File: src/rtl/t_ff_bank.sv
// Bank of WIDTH toggle flip-flops with per-bit toggle, chained-T up/down count,
// synchronous parallel load, and registered wrap/change pulses.
module t_ff_bank #(
    parameter int unsigned           WIDTH     = 8,
    parameter logic [WIDTH-1:0]      RESET_VAL = '0
) (
    input  logic             clk,
    input  logic             reset_n,
    input  logic             en,
    input  logic [1:0]       mode,
    input  logic [WIDTH-1:0] t,
    input  logic             load,
    input  logic [WIDTH-1:0] load_val,
    output logic [WIDTH-1:0] q,
    output logic             wrap,
    output logic             chg
);

    typedef enum logic [1:0] {
        MODE_HOLD   = 2'b00,
        MODE_TOGGLE = 2'b01,
        MODE_UP     = 2'b10,
        MODE_DOWN   = 2'b11
    } mode_e;

    mode_e            mode_op;
    logic [WIDTH-1:0] tog;
    logic             wrap_d;
    logic             run;

    assign mode_op = mode_e'(mode);

    // Chained T: each bit toggles when every lower bit is 1 (up) or 0 (down);
    // a wrap occurs exactly when the chain reaches past the top bit.
    always_comb begin
        tog    = '0;
        wrap_d = 1'b0;
        run    = 1'b1;
        case (mode_op)
            MODE_TOGGLE: tog = t;
            MODE_UP: begin
                for (int unsigned i = 0; i < WIDTH; i++) begin
                    tog[i] = run;
                    run    = run & q[i];
                end
                wrap_d = run;
            end
            MODE_DOWN: begin
                for (int unsigned i = 0; i < WIDTH; i++) begin
                    tog[i] = run;
                    run    = run & ~q[i];
                end
                wrap_d = run;
            end
            default: tog = '0;
        endcase
    end

    always_ff @(posedge clk or negedge reset_n) begin
        if (!reset_n) begin
            q    <= RESET_VAL;
            wrap <= 1'b0;
            chg  <= 1'b0;
        end else if (load) begin
            q    <= load_val;
            wrap <= 1'b0;
            chg  <= (load_val != q);
        end else if (en) begin
            q    <= q ^ tog;
            wrap <= wrap_d;
            chg  <= |tog;
        end else begin
            wrap <= 1'b0;
            chg  <= 1'b0;
        end
    end

endmodule

File: config.mk
export PLATFORM = sky130hd
export DESIGN_NAME = t_ff_bank
export DESIGN_NICKNAME = d
export VERILOG_FILES = /design/src/rtl/t_ff_bank.sv
export SDC_FILE = /design/constraint.sdc
export NUM_CORES = 1
export LEC_CHECK = 0
export ABC_AREA = 0
export CAP_MARGIN = 40
export CORE_MARGIN = 4
export CORE_UTILIZATION = 39
export DETAILED_ROUTE_END_ITERATION = 6
export PLACE_DENSITY = 0.81
export RECOVER_POWER = 50
export REMOVE_ABC_BUFFERS = 1
export SLEW_MARGIN = 5
export SYNTH_ARGS = -nofsm -noshare
export SYNTH_HDL_FRONTEND = slang
export SYNTH_SLANG_ARGS = --single-unit
File: constraint.sdc
create_clock -name clk -period 1.6 [get_ports clk]
set_input_delay 0.32 -clock clk [delete_from_list [all_inputs] [get_ports clk]]
set_output_delay 0.32 -clock clk [all_outputs]
set_load 0.02 [all_outputs]
; Word level (Yosys, flattened, before mapping)
; Index checks and enable logic that the tools add are counted.
[word_totals]
reg_bits = 10
latch_bits = 0
mem_bits_rw = 0
mem_bits_ro = 0
in_bits = 22
out_inout_bits = 10
mem_count = 0
[classes]
n_addsub = 0
mul = 0
n_div = 0
n_lt_le_gt_ge = 0
eq_ne = 4
shift = 0
mux = 8
bitwise_logic = 23
n_reduce_logical = 2
[op_table]
columns = cell, n
row1 = 8-bit one-hot mux with 3 select lines, 1
row2 = 8-bit 2-to-1 mux, 2
row3 = 1-bit AND, 14
row4 = 8-bit != test, 1
row5 = 1-bit NOT, 8
row6 = 8-bit OR reduction, 1
row7 = 8-bit bitwise XOR, 1
row8 = 2-bit equality test (second input constant), 2
row9 = 1-bit 2-to-1 mux, 4
row10 = 2-bit by 1-bit equality test with 1-bit output (second input constant), 1
row11 = 1-bit one-hot mux with 2 select lines, 1
row12 = 2-bit nonzero test, 1

; Longest topological paths before layout
[depth]
ltp_word = 11
mapped_depth = 6

; Least setup slack after synthesis
; Ideal clock, no wire load.
[synth_path]
path_kind = reg-to-reg
start = register q[0]
end = register q[4]
setup_ns = 0.125
arrival_ns = 1.812
path_slack_ns = -0.337
path_stages_with_launch = 7
n_path_buf = 1
cell_sequence = dfrtp_1 > buf_6 > or4b_4 > nor3b_2 > o31a_1 > xor2_1 > mux2_2
[synth_via]
elab_chain_len = 8
[synth_rtl]
columns = item, line
row1 = start: declaration, 14  ; output logic [WIDTH-1:0] q,
row2 = start signal: assignment, 65  ; q <= load_val;
row3 = start signal: assignment, 69  ; q <= q ^ tog;
row4 = 1-bit NOT, 51  ; run = run & ~q[i];
row5 = 1-bit AND (3 in series), 51
row6 = 8-bit one-hot mux with 3 select lines *, 39  ; case (mode_op)
row7 = 8-bit bitwise XOR *, 69
row8 = 8-bit 2-to-1 mux *, 68  ; end else if (en) begin
row9 = 8-bit 2-to-1 mux *, 64  ; end else if (load) begin
; Every way passes the cells marked *; elsewhere a longest branch is shown, timed or not. The select of a mux whose other input is x is not followed.
; A chain may end at the register's enable or synchronous reset.

; Worst setup path after layout
[layout_path]
start = register q[1]
end = register q[4]
; Same word-level chain as after synthesis.

==> summary.md <==
| Metric | Value |
|---|---|
| Crit path cell chain | `or4b_4 -> nor3b_4 -> o31a_1 -> xor2_1 -> mux2_2` |
| Final cell count without fillers | `170` |
| TritonCTS clock tree | `done` |
| Ant diodes | `0` |
| Grt total ovfl | `0` |
| Number of buffers and inverters on the critical path | `0` |
| Commonest non-fill, non-tap cell in the layout | `clkdlybuf4s50_1` |
| #FFs+latches synth | `10` |
| Most used routing layer | `met2` |
| TritonRoute pass-1 iters | `4` |
| Final antenna-violating net count | `0` |
| Vias | `roughly 930` |
| # setup viols final | `6` |
| Placed cells | `~170` |
| CP peak stage delay | `0.58 ns` |
| Crit end category | `register` |
| Max Clock Skew | `around 0.005 ns` |
| Avg Vias per Cell | `~5.5` |
| RSZ-0062 raised after global routing | `yes` |
| Finished Cell Area | `about 1300 µm²` |
| Max Cap Viol | `0` |
| Fmax | `~550 MHz` |
| Syn Area/Cell | `8.65 µm²` |
| Endpoints failing hold | `0` |
| Crit path arrival time | `1.98 ns` |
| Port Buf Inserts | `31` |
| Fraction of layout cells with a size suffix above 1 | `0.231` |
| Antenna violations before repair | `0` |
| Final Max Slew Viols | `0` |
| Status | `finished with violations` |
| Core ar. | `about 2000 µm²` |
| Min cycle time layout | `between 1.5 and 2 ns` |
| Critical path's top delay family | `simple AND/OR/NAND/NOR gates` |
| Die Wd | `55.1 µm` |
| H-tree levels | `1` |
| Residual DRC count | `0` |
| Ys flop type | `dfrtp_1` |
| Worst-case clock buffer depth | `2` |
| Mapped Area | `just under 900 µm²` |
| Worst endpoint required time | `1.76 ns` |
| Largest net degree at the start of global routing | `12` |
| Vias in the first global route | `roughly 900` |
| Max rail drop VDD | `around 570 µV` |
| Hold Crit Class | `primary input to async pin` |
| Crit path kind | `register to register` |
| Fin crit share | `1.14` |
| Reg2Reg Setup Slack | `-0.22 ns` |
| M3 GR Usage | `0.0295` |
| Iter 0 DRT Violations | `39` |
| Startpoint types | `register` |
| Global-route wire length before repair | `a little over 4000 µm` |
| Clock Sink Count | `10` |
| Setup ws final | `-0.219 ns` |
| Grt met2 use | `0.337` |
| Skew-Pair Late Insertion Delay | `0.27 ns` |
| Cell variety after synth | `38` |
| Worst path slowest cell | `or4b_4` |
| I/O pin count | `32` |
| Synth-to-layout area growth | `54.3%` |
| Wire per inst | `roughly 17 µm` |
| Max FO, Critical Path | `4` |
| Commonest cells after routing, fill and taps aside | `clkdlybuf4s50_1, buf_4, xor2_1, nand2_1, dfrtp_1` |
| Total CTS buffers | `3` |
| Die Y | `55.1 µm` |
| Synth Instances | `100` |
| Lkg Pwr | `between 0.0005 and 0.0006 µW` |
| Worst Tran Pin Value | `0.517 ns` |
| Relative slew slack | `0.654` |
| Root Buffer | `clkbuf_4` |
| Async S/R FF share, synth | `1.00` |
| Violations in the final reports | `setup timing` |
| Post-synth EDFFs | `0` |
| Die ar. | `about 3000 µm²` |
| Hold_ws | `about 0.46 ns` |
| Final GP Congestion | `about 0.87` |
| GRT Total Usage | `0.196` |
| # rows | `16` |
| Initial Util | `0.423` |
| Placement-stage worst setup slack | `-0.555 ns` |
| Final net count | `166` |
| Worst-path clk slew | `around 0.07 ns` |
| Placed cell areas | `between 1000 and 1500 µm²` |
| CTS Hold Bufs | `0` |
| Sequential-to-total area share from yosys stat | `0.289` |
| GRT met1 Usage | `0.229` |
| Pwr dens | `726 nW/µm²` |
| Ys Warns | `0` |
| Hpwl dp | `about 2100 µm` |
| Drt total wl | `2820 µm` |
-- sequential cells by signal, summed over array words and instances (netlist names) --
signal  cells
q           8
chg         1
wrap        1
-- power breakdown --
part / switching (µW) / total [µW] / internal (µW)
logic: 198 / 405 / 207
clock network: 96.8 / 235 / 138
registers: 45.2 / 328 / 283
total: 340 / 968 / 628
-- metrics by stage --
stage	power, µW	utilization	setup TNS, ns
after floorplan	510	-	-1.24
after global placement	734	0.632	-3.72
after detailed placement	747	0.632	-4.21
after CTS	969	0.650	-0.865
after global routing	1020	0.653	-1.52
final	968	0.653	-0.980
-- routing by layer --
layer,part of all wire,up-vias
met4,0.029,0
met5,0,-
met2,0.45,57
met1,0.41,425
met3,0.11,8
li1,-,443
-- worst reg2reg max path, cell delays in order, from the launching register on --
cell     delay (ns)
dfrtp_1        0.40
or4b_4         0.58
nor3b_4        0.23
o31a_1         0.17
xor2_1         0.06
mux2_2         0.26
-- cells by family after synthesis --
kind of cell	share of synthesized area
buf+inv	0.0535
mux	0.0506
flops	0.289
simple gates	0.311
compound gates	0.133
xor+xnor	0.162
-- cells in the mapped netlist (all sizes together), types with 3 or more instances --
cell	count	area share
xor2	13	0.13
nand2	12	0.052
dfrtp	10	0.29
nor3	6	0.035
buf	5	0.035
nor2	5	0.022
o21ai	5	0.029
clkbuf	4	0.019
and2	3	0.022
mux2	3	0.039
nand3	3	0.017
nor3b	3	0.032
xnor2	3	0.030
-- worst paths after layout --
path                       endpoint  depth (start not counted)   startpoint
max                            q[4]                          5         q[1]
min                            q[1]                          1      reset_n
max reg2reg                    q[4]                          5         q[1]
min reg2reg                    q[7]                          2         q[7]
max in group asynchronous      q[4]                          1      reset_n
min in group clk               q[3]                          3  load_val[3]
-- timing repair --
| item | CTS | global route |
|---|---|---|
| setup buffers | 0 | 1 |
| pin swaps | 5 | 5 |
| setup endpoints to repair | 16 | 9 |
| gates resized for setup | 11 | 4 |
-- layout make-up --
cell class / instances / area [µm²]
tap: 27 / 33.8
timing repair buffer: 48 / 420
sequential: 10 / 250
multi-input combinational: 81 / 593
clock buffer: 4 / 36.3
fill: 168 / 708
(Power assumes the default switching activity.)
